`src/rtl/tictactoe_pkg.sv`:
```
// rtl/tictactoe_pkg.sv - shared tic-tac-toe encodings, FSM states and win-line table
package tictactoe_pkg;

  localparam int CELLS = 9;

  localparam logic [1:0] CELL_EMPTY = 2'b00;
  localparam logic [1:0] CELL_X     = 2'b01;
  localparam logic [1:0] CELL_O     = 2'b10;

  typedef enum logic [1:0] {
    ST_WAIT  = 2'd0,
    ST_CHECK = 2'd1,
    ST_EVAL  = 2'd2,
    ST_OVER  = 2'd3
  } state_t;

  // Eight winning lines as cell index triples; entry 0 is the rightmost group.
  // 0..2: rows, 3..5: columns, 6..7: diagonals.
  localparam logic [7:0][2:0][3:0] WIN_LINES = {
    {4'd2, 4'd4, 4'd6},
    {4'd0, 4'd4, 4'd8},
    {4'd2, 4'd5, 4'd8},
    {4'd1, 4'd4, 4'd7},
    {4'd0, 4'd3, 4'd6},
    {4'd6, 4'd7, 4'd8},
    {4'd3, 4'd4, 4'd5},
    {4'd0, 4'd1, 4'd2}
  };

  // Two-bit code of cell idx in the flat board vector.
  function automatic logic [1:0] cell_at(input logic [17:0] board, input logic [3:0] idx);
    return board[{idx, 1'b0} +: 2];
  endfunction

endpackage

```
`src/rtl/win_detect.sv`:
```
// rtl/win_detect.sv - combinational three-in-a-row detector for both players
module win_detect
  import tictactoe_pkg::*;
(
  input  logic [17:0] board_cells,
  output logic        x_wins,
  output logic        o_wins
);

  // Scan every win line for three matching marks of either player.
  always_comb begin
    x_wins = 1'b0;
    o_wins = 1'b0;
    for (int l = 0; l < 8; l++) begin
      x_wins = x_wins |
               ((cell_at(board_cells, WIN_LINES[l[2:0]][0]) == CELL_X) &&
                (cell_at(board_cells, WIN_LINES[l[2:0]][1]) == CELL_X) &&
                (cell_at(board_cells, WIN_LINES[l[2:0]][2]) == CELL_X));
      o_wins = o_wins |
               ((cell_at(board_cells, WIN_LINES[l[2:0]][0]) == CELL_O) &&
                (cell_at(board_cells, WIN_LINES[l[2:0]][1]) == CELL_O) &&
                (cell_at(board_cells, WIN_LINES[l[2:0]][2]) == CELL_O));
    end
  end

endmodule

```
`src/rtl/game_board.sv`:
```
// rtl/game_board.sv - tic-tac-toe board register and move arbiter; optional turn check via GAME_BOARD_TURN_CHECK_EN
module game_board
  import tictactoe_pkg::*;
#(
  parameter logic FIRST_PLAYER = 1'b0
) (
  input  logic        clock,
  input  logic        reset,
  input  logic        new_game,
  input  logic        move_valid,
  input  logic [3:0]  move_coord,
  input  logic        move_player,
  output logic        move_ready,
  output logic        move_ack,
  output logic        move_reject,
  output logic [17:0] board_cells,
  output logic        turn,
  output logic [3:0]  move_count,
  output logic [1:0]  winner,
  output logic        draw,
  output logic        game_over
);

  state_t      state_q, state_d;
  logic [17:0] board_q, board_d;
  logic        turn_q, turn_d;
  logic [3:0]  count_q, count_d;
  logic [3:0]  coord_q, coord_d;
  logic        player_q, player_d;
  logic [1:0]  winner_q, winner_d;
  logic        draw_q, draw_d;
  logic        over_q, over_d;
  logic        ack_q, ack_d;
  logic        rej_q, rej_d;

  logic        x_wins, o_wins;
  logic        turn_ok, coord_ok, legal;
  logic [1:0]  cell_now, mover_code;

  win_detect u_win_detect (
    .board_cells (board_q),
    .x_wins      (x_wins),
    .o_wins      (o_wins)
  );

`ifdef GAME_BOARD_TURN_CHECK_EN
  assign turn_ok = (player_q == turn_q);
`else
  assign turn_ok = 1'b1;
`endif

  // Out-of-range coordinates never index the board; they are rejected on coord_ok alone.
  assign coord_ok   = (coord_q < 4'(CELLS));
  assign cell_now   = cell_at(board_q, coord_ok ? coord_q : 4'd0);
  assign mover_code = player_q ? CELL_O : CELL_X;
  assign legal      = coord_ok && (cell_now == CELL_EMPTY) && turn_ok;

  // Next-state logic: new_game overrides everything, including a same-cycle handshake.
  always_comb begin
    state_d  = state_q;
    board_d  = board_q;
    turn_d   = turn_q;
    count_d  = count_q;
    coord_d  = coord_q;
    player_d = player_q;
    winner_d = winner_q;
    draw_d   = draw_q;
    over_d   = over_q;
    ack_d    = 1'b0;
    rej_d    = 1'b0;
    if (new_game) begin
      state_d  = ST_WAIT;
      board_d  = '0;
      turn_d   = FIRST_PLAYER;
      count_d  = '0;
      winner_d = CELL_EMPTY;
      draw_d   = 1'b0;
      over_d   = 1'b0;
    end else begin
      unique case (state_q)
        ST_WAIT: begin
          if (move_valid) begin
            coord_d  = move_coord;
            player_d = move_player;
            state_d  = ST_CHECK;
          end
        end
        ST_CHECK: begin
          if (legal) begin
            board_d[{coord_q, 1'b0} +: 2] = mover_code;
            count_d = count_q + 4'd1;
            ack_d   = 1'b1;
            state_d = ST_EVAL;
          end else begin
            rej_d   = 1'b1;
            state_d = ST_WAIT;
          end
        end
        ST_EVAL: begin
          if (x_wins || o_wins) begin
            winner_d = mover_code;
            over_d   = 1'b1;
            state_d  = ST_OVER;
          end else if (count_q == 4'(CELLS)) begin
            draw_d  = 1'b1;
            over_d  = 1'b1;
            state_d = ST_OVER;
          end else begin
            turn_d  = ~turn_q;
            state_d = ST_WAIT;
          end
        end
        ST_OVER: state_d = ST_OVER;
        default: state_d = ST_WAIT;
      endcase
    end
  end

  // State and output registers with asynchronous clear.
  always_ff @(posedge clock or posedge reset) begin
    if (reset) begin
      state_q  <= ST_WAIT;
      board_q  <= '0;
      turn_q   <= FIRST_PLAYER;
      count_q  <= '0;
      coord_q  <= '0;
      player_q <= 1'b0;
      winner_q <= CELL_EMPTY;
      draw_q   <= 1'b0;
      over_q   <= 1'b0;
      ack_q    <= 1'b0;
      rej_q    <= 1'b0;
    end else begin
      state_q  <= state_d;
      board_q  <= board_d;
      turn_q   <= turn_d;
      count_q  <= count_d;
      coord_q  <= coord_d;
      player_q <= player_d;
      winner_q <= winner_d;
      draw_q   <= draw_d;
      over_q   <= over_d;
      ack_q    <= ack_d;
      rej_q    <= rej_d;
    end
  end

  assign move_ready  = (state_q == ST_WAIT);
  assign move_ack    = ack_q;
  assign move_reject = rej_q;
  assign board_cells = board_q;
  assign turn        = turn_q;
  assign move_count  = count_q;
  assign winner      = winner_q;
  assign draw        = draw_q;
  assign game_over   = over_q;

endmodule
```
`config.mk`:
```
export PLATFORM = sky130hd
export DESIGN_NAME = game_board
export DESIGN_NICKNAME = d
export VERILOG_FILES = /design/src/rtl/tictactoe_pkg.sv /design/src/rtl/win_detect.sv /design/src/rtl/game_board.sv
export SDC_FILE = /design/constraint.sdc
export NUM_CORES = 1
export LEC_CHECK = 0
export CORE_ASPECT_RATIO = 1.2
export CORE_MARGIN = 2
export CORE_UTILIZATION = 57
export CTS_CLUSTER_SIZE = 12
export DETAILED_ROUTE_END_ITERATION = 10
export PLACE_DENSITY = 0.86
export SETUP_SLACK_MARGIN = 0.02
export SKIP_CTS_REPAIR_TIMING = 1
export SLEW_MARGIN = 5
export SYNTH_ARGS = -nofsm -noshare
export SYNTH_HDL_FRONTEND = slang
export SYNTH_SLANG_ARGS = --single-unit
```
`constraint.sdc`:
```
create_clock -name clock -period 5.8 [get_ports clock]
set_input_delay 0.87 -clock clock [delete_from_list [all_inputs] [get_ports clock]]
set_output_delay 0.87 -clock clock [all_outputs]
set_load 0.02 [all_outputs]
```
==> impl_results.md <==
- Outcome: finished, final reports clean
- Vias in the first global route: 1,865
- CP Data Arrival Time: 2.86 ns
- WHS Endpoint: draw
- Unique masters post-synth: 42
- Post-layout min period: 2.66 ns
- Clock skew: 0.00916 ns
- Vias: 1,858
- Setup repair after global routing missed its margin: no
- Drt total wl: 5350 um
- Worst VDD drop: 187 uV
- Top_reg_cell synth: dfrtp_1
- R2r setup slk: 3.14 ns
- Antenna-violating nets left: 0
- Number of max-cap violations: 0
- Diode count: 0
- Final setup violation count: 0
- Final Hold Viols: 0
- Worst Tran Pin Value: 0.591 ns
- Port buffer count: 38
- Clk pin slew, worst setup/hold paths: 0.08 ns
- Kind of critical path: reg2reg
- Worst Hold Depth: 2
- Finished Cell Area: 2760 sq um
- Share of cells above drive strength 1: 9.70%
- First-pass GRT wire length: 9080 um
- Reg2reg path depth: 8
- GRT Overall Usage: 28.3%
- Max-slew violation count: 0
- Critical Path Start Type: flip-flop
- Die Y: 71.8 um
- Clock latency on the worst-skew pair: 0.29 ns
- Final core occ: 75.2%
- Switching part of the total: 26.9%
- Worst slack, placed: 3.18 ns
- Syn_area_per_cell: 9.55 sq um
- Worst-path maximum fanout: 14
- Internal power: 533 uW
- Clock share of power: 41.8%
- Post-synthesis cell count: 229
- Sink Count: 36
- Starting density of the core: 59.7%
- Largest net degree at the start of global routing: 39
- Hpwl dp: 3770 um
- CTS Buf Count: 5
- Post-synth EDFFs: 0
- Min-Delay Path Class: reg2reg
- Max clock buf depth: 2
- Combinational share of power: 19.0%
- Area after DPL: 2600 sq um
- FMAX: 0.376 GHz
- Slew HR: 60.2%
- Cell Area, Synth: 2190 sq um
- First-pass DRT Iterations: 4
- Final WS setup: 3.14 ns
- Top cells by count, synth: dfrtp_1, nor2_1, nand2_1
- TritonCTS clock tree: built
- Ys async rst share: 100%
- Setup TNS: 0 ns
- Cell Rows: 24
- Die ar.: 4350 sq um
- Synthesis Warnings: 0
- WL per Instance: 16.7 um
- Iteration-0 DRC count of the detailed router: 171
- Cell taking the most area after synthesis: dfrtp_1
- Sequential fraction of the synthesis area: 41.2%
- Flops & latches, synth: 36
- Worst r2r dst: board_cells[12]
- Area delta synth->final: 26.0%
- Worst Path Required: 6.00 ns
- Total power divided by cell area: 265 nW/um^2
- Fin nets: 281
- Hold WS: 0.520 ns
- Htree depth: 2
- Syn nets: 243
- Gp weighted congestion: 0.943
- # IOs: 39
- Die W: 60.5 um
- Hold path start: draw
- Global route total overflow: 0
- Area fraction of the dominant cell type after synthesis: 41.2%
- Via density: 5.81
- R2R Path Start: coord_q[0]
- CP endpoint kind: flip-flop
- Initial antenna violation count: 0
- P_sw: 196 uW
- Register share of total power: 39.2%
- Tcrit/Tclk final: 45.8%
- Pleak: 0.00113 uW
- Clock Tree Root: clkbuf_8
- Core area: 3660 sq um
- Largest cells by area after synthesis: dfrtp_1, mux2i_1, nor4bb_1
- Remaining DRCs: 0
- Top-count cell post-synth: dfrtp_1
-- registers in the layout (all words and copies together) (netlist names), 2 cells and up --
name / count
state_q: 2
coord_q: 4
winner: 2
move_count: 4
board_cells: 18
-- logic make-up after synthesis --
group | Yosys count | share of synthesized area (%)
and+or+nand+nor | 112 | 29.7
DFF | 36 | 41.2
muxes | 22 | 10.9
xor gates and xnor gates | 2 | 0.802
buffers and inverters | 18 | 3.83
adders and majority gates | 5 | 2.86
AOI/OAI and AO/OA | 34 | 10.6
-- worst max path at each step --
stage | startpoint | endpoint | slack [ns] | depth (start not counted)
6_report | coord_q[0] | board_cells[12] | 3.14 | 8
3_3_place_gp | coord_q[0] | move_count[3] | 3.26 | 8
2_1_floorplan | coord_q[0] | board_cells[4] | 3.66 | 8
5_1_grt | coord_q[0] | board_cells[12] | 2.88 | 8
3_5_place_dp | coord_q[0] | board_cells[12] | 3.18 | 8
4_1_cts | coord_q[0] | board_cells[12] | 3.15 | 8
-- through the flow --
stage,instances,total power [uW]
after floorplan,229,389
after global placement,312,425
after detailed placement,312,427
after CTS,320,731
after global routing,320,760
final,320,729
-- placed cells by master (no fill, tap or decap), types with 8 or more instances in the layout --
cell	count
inv_1	8
nor2b_1	10
o21ai_0	10
nor4bb_1	14
nor2_1	22
dfrtp_1	36
nand2b_1	18
nor3_1	8
mux2i_1	16
clkdlybuf4s50_1	38
nand2_1	20
-- cell type report --
type                       count  area (sq um)
fill                         277           908
clock buffer                   5          68.8
sequential                    36           901
multi-input combinational    175          1200
tap                           52          65.1
clock inverter                 3          90.1
timing repair buffer          40           395
inverter                       9          33.8
-- layer usage --
| metal | GRT usage [%] | vias up | wire length, um |
|---|---|---|---|
| met5 | 0 | - | 0 |
| met4 | 9.66 | 0 | 111 |
| met3 | 4.51 | 9 | 267 |
| met2 | 44.8 | 68 | 2650 |
| met1 | 39.6 | 891 | 2320 |
| li1 | - | 890 | - |
-- power groups by stage --
stage                     sequential [uW]  combinational, uW  clock, uW
after floorplan                       282                107          0
after global placement                290                136          0
after CTS                             285                139        308
after detailed placement              290                136          0
after global routing                  288                153        318
final                                 286                139        305
-- critical path: stages, from the launching register on --
cell     delay (ns)
dfrtp_1        0.53
inv_1          0.20
ha_1           0.30
nand2_1        0.11
nor4_1         0.36
a21oi_4        0.07
a21oi_2        0.48
and3_2         0.32
mux2i_1        0.21
Power figures use the tool's default switching activity.
